### config.mk
export PLATFORM = sky130hd
export DESIGN_NAME = varredura_displays
export DESIGN_NICKNAME = d
export VERILOG_FILES = /design/src/rtl/varredura_displays.sv
export SDC_FILE = /design/constraint.sdc
export NUM_CORES = 1
export LEC_CHECK = 0
export BUFFER_PORTS_ARGS = -buffer_cell sky130_fd_sc_hd__buf_4
export CORE_UTILIZATION = 35
export CTS_BUF_LIST = sky130_fd_sc_hd__clkbuf_8
export CTS_CLUSTER_DIAMETER = 80
export DETAILED_ROUTE_END_ITERATION = 7
export PLACE_DENSITY = 0.59
export SYNTH_ARGS = -nofsm -noshare
export SYNTH_HDL_FRONTEND = slang
export SYNTH_SLANG_ARGS = --single-unit
### constraint.sdc
create_clock -name clock -period 3.2 [get_ports clock]
set_clock_uncertainty 0.05 [all_clocks]
set_input_delay 0.64 -clock clock [delete_from_list [all_inputs] [get_ports clock]]
set_output_delay 0.64 -clock clock [all_outputs]
set_load 0.05 [all_outputs]
### src/rtl/varredura_displays.sv
// Four-digit multiplexed display scanner with blanking between digits and
// frame-synchronous loading of new digit patterns (double-buffered).
module varredura_displays #(
  parameter int          DIVISOR = 50000,
  parameter int          APAGAR  = 2,
  parameter logic [7:0]  APAGADO = 8'h00
) (
  input  logic       clock,
  input  logic       reset,
  input  logic       habilitar,
  input  logic       atualizar,
  input  logic [7:0] segmentosA,
  input  logic [7:0] segmentosB,
  input  logic [7:0] segmentosC,
  input  logic [7:0] segmentosD,
  output logic [3:0] displays,
  output logic [7:0] segmentos,
  output logic       ocupado,
  output logic       quadro
);

  localparam int            CW      = $clog2(DIVISOR);
  localparam logic [CW-1:0] ULTIMO  = CW'(DIVISOR - 1);
  localparam logic [CW-1:0] LIMIAR  = CW'(APAGAR);

  logic [CW-1:0]   cnt, cnt_n;
  logic [1:0]      idx, idx_n;
  logic [3:0][7:0] ativo, ativo_n;
  logic [3:0][7:0] pendente, pendente_n;
  logic [3:0][7:0] entrada;
  logic            ocupado_n, quadro_n;
  logic [3:0]      displays_n;
  logic [7:0]      segmentos_n;
  logic            virada;

  // Index 0 is digit A, so the one-hot select is 4'b1000 >> idx.
  assign entrada = {segmentosD, segmentosC, segmentosB, segmentosA};
  assign virada  = habilitar && (idx == 2'd3) && (cnt == ULTIMO);

  always_comb begin
    cnt_n      = cnt;
    idx_n      = idx;
    ativo_n    = ativo;
    pendente_n = pendente;
    ocupado_n  = ocupado;
    quadro_n   = 1'b0;
    if (!habilitar) begin
      // Not scanning, so there is no frame to protect: loads apply at once.
      cnt_n     = '0;
      idx_n     = 2'd0;
      ocupado_n = 1'b0;
      if (atualizar)    ativo_n = entrada;
      else if (ocupado) ativo_n = pendente;
    end else begin
      if (cnt == ULTIMO) begin
        cnt_n = '0;
        idx_n = idx + 2'd1;
      end else begin
        cnt_n = cnt + 1'b1;
      end
      if (virada) begin
        quadro_n  = 1'b1;
        ocupado_n = 1'b0;
        if (atualizar)    ativo_n = entrada;
        else if (ocupado) ativo_n = pendente;
      end else if (atualizar) begin
        pendente_n = entrada;
        ocupado_n  = 1'b1;
      end
    end
    // Outputs are registered from next-state values so they track cnt/idx exactly.
    if (habilitar && (cnt_n >= LIMIAR)) begin
      displays_n  = 4'b1000 >> idx_n;
      segmentos_n = ativo_n[idx_n];
    end else begin
      displays_n  = 4'b0000;
      segmentos_n = APAGADO;
    end
  end

  always_ff @(posedge clock or posedge reset) begin
    if (reset) begin
      cnt       <= '0;
      idx       <= 2'd0;
      ativo     <= '0;
      pendente  <= '0;
      ocupado   <= 1'b0;
      quadro    <= 1'b0;
      displays  <= 4'b0000;
      segmentos <= APAGADO;
    end else begin
      cnt       <= cnt_n;
      idx       <= idx_n;
      ativo     <= ativo_n;
      pendente  <= pendente_n;
      ocupado   <= ocupado_n;
      quadro    <= quadro_n;
      displays  <= displays_n;
      segmentos <= segmentos_n;
    end
  end

endmodule

* Word level (Yosys, flattened, before mapping) *
Index checks and enable logic that the tools add are counted.

storage, ports and cells
  word-level logic and storage cells = 44
  output and inout bits = 14
  bits in registers = 96
  input port bits = 36

operators by class
  shift-type cells = 1
  eq/ne operators = 3
  order comparisons = 2
  muxes and demuxes = 17
  $add $sub $neg = 2
  reduce and logical (&&, ||, !) cells = 4
  bitwise operators = 1

operators by type and width
  cell                     number
  $mux W32                 4
  $mux W16                 2
  $add A16 B1 Y16 const B  1
  $bmux W8 S2              1
  $eq A16 B16 Y1 const B   1
  $ge A16 B2 Y1 const B    1
  $mux W8                  2
  $mux W1                  5
  $mux W2                  2
  $mux W4                  1
  $shr A4 B2 Y4 const A    1
  $logic_and A1 B1 Y1      3
  $lt A2 B3 Y1 const B     1
  $ne A3 B1 Y1 const B     1
  $reduce_and A3 Y1        1
  $add A2 B1 Y2 const B    1
  $eq A2 B2 Y1 const B     1
  $not A1 Y1               1

* Longest topological paths before layout *
  depth after elaboration = 8
  mapped depth = 10
  depth with buffers taken out = 7

* Worst setup path before layout *
No wires, ideal clock.

  path kind = register -> register
  start point = reg cnt[10]
  end point = reg segmentos[7]
  library setup time = 0.087 ns
  setup slack = 0.455 ns
  buffers on the path = 2
  stages on the path, launching flop included = 9
  arrival = 2.609 ns
  required time = 3.063 ns
  clock period less this slack = 2.745 ns
  cells stage by stage = dfrtp_1 > buf_2 > or4_4 > nor4_4 > mux2i_1 > and3_1 > buf_6 > a22oi_1 > a211oi_2

on the way
  word-level cells in the longest chain between the ends = 7
  elaborated cells between the ends (all ways) = 14
  those cells by class = 1 x add/sub; 1 x order compare; 1 x eq/ne; 9 x mux; 2 x reduce/logical

ends and longest elaborated chain
  element                                                  line  source
  start: declaration                                       26    logic [CW-1:0] cnt, cnt_n;
  start signal: assignment                                 92    cnt <= cnt_n;
  branches (longest 6 deep; another with $add A16 B1 Y16)  --
  $mux W8 *                                                72    if (habilitar && (cnt_n >= LIMIAR)) begin
  net segmentos_n[7]                                       33    logic [7:0] segmentos_n;
  end signal: assignment                                   99    segmentos <= segmentos_n;
  end: declaration                                         17    output logic [7:0] segmentos,

Mark *: on every way through the listed nets, which the timed path passes. The select of a mux whose other input is x is not followed.
A chain may end at the register's enable or synchronous reset.

==> reports/results.tsv <==
stage	metric	value	unit
timing	drv_slew	0	
final_layout	nNetsFinal	531	
run_status	outcome	complete, no violations	
final_layout	layout-drive-gt1-share	28.4	%
detailed_routing	post-route-drc-count	0	
global_routing	grt_pass1_wl	20000	µm
cts	cts_hold_buf	0	
timing	finalSetupTns	0	ps
detailed_routing	via_per_inst	5.44	
place	place.gp.congestion	0.860	
worst_setup_path	crit_start	idx[0]$_DFF_PP0_	
detailed_routing	drt-pass1-iter-count	4	
synth	synth.distinct_cells	51	
worst_setup_path	r2r_slack	160	ps
timing	relSlewSlack	57.0	%
cts	ctsLongestPathBuffers	2	
final_layout	area_delta_synth_final	14.7	%
worst_hold_path	min_path_type	in -> async	
worst_setup_path	worstPathCellList	ha_1 -> or4b_1 -> or4_1 -> buf_4 -> a22oi_1 -> a211o_1 -> a22oi_1 -> a211oi_2	
detailed_routing	drtIter0Drc	188	
final_layout	final_util	41.9	%
synth	seq_area_frac_synth	48.8	%
die	die-height	121	µm
cts	cts_made_buffers	9	
cts	cts_tree	built	
cts	cts_sinks	96	
detailed_routing	wl_met2	5810	µm
global_routing	antenna_found_initial	0	
worst_setup_path	cp_common_cell	a22oi_1	
power	pwr_density_cell	471	nW/µm²
detailed_routing	vias	3653	
synth	synth_area	4920	µm²
timing	tightest_slew	645	ps
worst_setup_path	path_class	reg -> reg	
worst_setup_path	crit_path_end	segmentos[0]$_DFF_PP0_	
final_layout	diodes	0	
place	dp_hpwl	8030	µm
worst_setup_path	cp_num_cells	8	
global_routing	grt_max_degree	50	
detailed_routing	ant_nets	0	
worst_setup_path	endpoint_kind	flop	
worst_setup_path	required	3440	ps
timing	fmax	329	MHz
synth	async_flop_share	100	%
final_layout	fill_cells	1315	
worst_setup_path	crit_slowest_cell	or4_1	
synth	syn_nets	492	
detailed_routing	wl_met3	564	µm
worst_setup_path	reg2reg_depth	8	
synth	synth_ff_type	dfrtp_1	
worst_setup_path	cp_max_fo	23	
timing	finalCriticalPeriod	3040	ps
global_routing	grt_use_total	17.8	%
die	core	13500	µm²
detailed_routing	routed.top_layer	met4	
cts	path_clk_slew	90	ps
job	max_cap_violations	0	
die	dieArea	14500	µm²
timing	timing.final.hold_violations	0	
worst_setup_path	crit_arrival	3280	ps
detailed_routing	finalWirelength	11800	µm
cts	clock_latency	380	ps
worst_setup_path	r2r-end	segmentos[0]$_DFF_PP0_	
timing	rsz0062_at_grt	false	
worst_setup_path	slowest_delay	690	ps
global_routing	grt_pass1_vias	3793	
timing	finalCritPeriodShare	95.1	%
detailed_routing	wl_per_cell	17.5	µm
synth	synth-edff-count	0	
timing	setup_violations	0	
die	die_w	121	µm
synth	synth.avg_cell_area	10.9	µm²
die	ios	50	
cts	cts_resized	0	
power	ir_drop	0.000167	V
detailed_routing	wl_met1	5320	µm
worst_setup_path	critPathTopFamily	simple AND/OR/NAND/NOR gates	
worst_setup_path	crit_path_start_kind	flop	
cts	post_cts_buffers	0	
worst_setup_path	critPathBufInv	1	
cts	cts_max_level	3	
power	leakage	2.54	nW
synth	synth-seq-cells	96	
synth	synth_warnings	0	
global_routing	overflow	0	
cts	root_buffer	clkbuf_8	
synth	synthCells	453	
place	port-buffer-count	49	
die	row_count	42	
die	initial_core_util	36.6	%
worst_setup_path	r2r_start	idx[0]$_DFF_PP0_	
per-layer routing:
layer  vias to the layer above  track usage [%]
met5                         -                0
met4                         0             4.09
met3                         8             4.43
met2                        83             29.7
met1                      1821             23.3
li1                       1741                -
cell families after synthesis:
logic type	Yosys count	share of synthesized area, %
simple gates	151	16.4
compound gates	103	17.5
mux	40	9.13
fa+ha+maj	3	0.763
buf+inv	43	4.15
xor+xnor	17	3.18
flops	96	48.8
registers in the layout, indices dropped and copies added (netlist names):
name / flops
segmentos: 8
ativo: 32
displays: 4
pendente: 32
idx: 2
quadro: 1
cnt: 16
ocupado: 1
power breakdown:
part | total, mW | internal [mW] | switching, mW
logic | 0.505 | 0.237 | 0.268
clock network | 0.722 | 0.299 | 0.422
registers | 1.43 | 1.36 | 0.0734
synthesized netlist by cell type (all sizes together), types with 3 or more instances:
cell | count | area [µm²]
nand4 | 7 | 43.8
and4 | 4 | 35.0
xor2 | 8 | 77.6
nor2 | 24 | 90.1
and3 | 5 | 31.3
a211o | 26 | 228
clkbuf | 20 | 75.1
a21oi | 4 | 23.8
inv | 4 | 15.0
ha | 3 | 37.5
o221a | 6 | 67.6
mux2 | 39 | 439
nand2 | 56 | 213
xnor2 | 9 | 78.8
o21ai | 3 | 15.0
a22oi | 41 | 308
buf | 18 | 110
or4 | 3 | 26.3
a211oi | 9 | 97.6
nor3b | 3 | 22.5
dfrtp | 96 | 2400
nand3 | 8 | 40.0
nor3 | 3 | 37.5
a311o | 6 | 60.1
and2 | 27 | 169
how the worst min path moves through the flow:
| stage | to | slack (ps) | depth (start not counted) |
|---|---|---|---|
| after global placement | ativo[23]$_DFF_PP0_ | 430 | 1 |
| after global routing | ativo[12]$_DFF_PP0_ | 350 | 2 |
| after CTS | ativo[12]$_DFF_PP0_ | 320 | 2 |
| after detailed placement | ativo[19]$_DFF_PP0_ | 440 | 1 |
| final | ativo[12]$_DFF_PP0_ | 310 | 2 |
| after floorplan | ativo[13]$_DFF_PP0_ | 420 | 1 |
cells in the final DEF, fill, tap and decap left out, types with 2 or more instances in the layout:
master	count
clkbuf_8	10
a211oi_1	3
nand2b_1	2
nand2_1	55
nand3_1	8
a211oi_2	6
or4b_1	2
o21ai_0	3
o221a_2	6
xor2_1	7
a311o_1	6
or4_1	2
nand4_1	7
and3_1	5
a21oi_1	3
or3_1	2
ha_1	3
nor3_4	2
a211o_1	26
nor2_1	24
a22oi_1	41
nor3b_1	3
and4_1	4
inv_1	4
a31oi_1	2
dfrtp_1	96
xnor2_1	9
mux2_2	39
buf_4	65
and2_1	27
layout make-up:
type / instances / area [µm²] / area share, %
multi-input cells: 314 / 2320 / 41.1
well taps: 176 / 220 / 3.90
inverters: 5 / 21.3 / 0.377
clock inverters: 5 / 33.8 / 0.599
flip-flops and latches: 96 / 2400 / 42.6
repair buffers: 66 / 508 / 9.00
clock buffers: 10 / 138 / 2.44
through the flow:
| step | instances | setup WS [ps] | cell area (µm²) | hold WS, ps | total power [mW] |
|---|---|---|---|---|---|
| 6_report | 672 | 157 | 5640 | 309 | 2.66 |
| 5_1_grt | 672 | 15.4 | 5640 | 349 | 2.81 |
| 4_1_cts | 672 | 152 | 5640 | 319 | 2.70 |
| 3_5_place_dp | 657 | 192 | 5470 | 443 | 1.96 |
| 3_3_place_gp | 657 | 226 | 5470 | 433 | 1.95 |
| 2_1_floorplan | 453 | 4.63 | 4920 | 421 | 1.79 |
No activity file was read; power rests on OpenSTA's default activity.
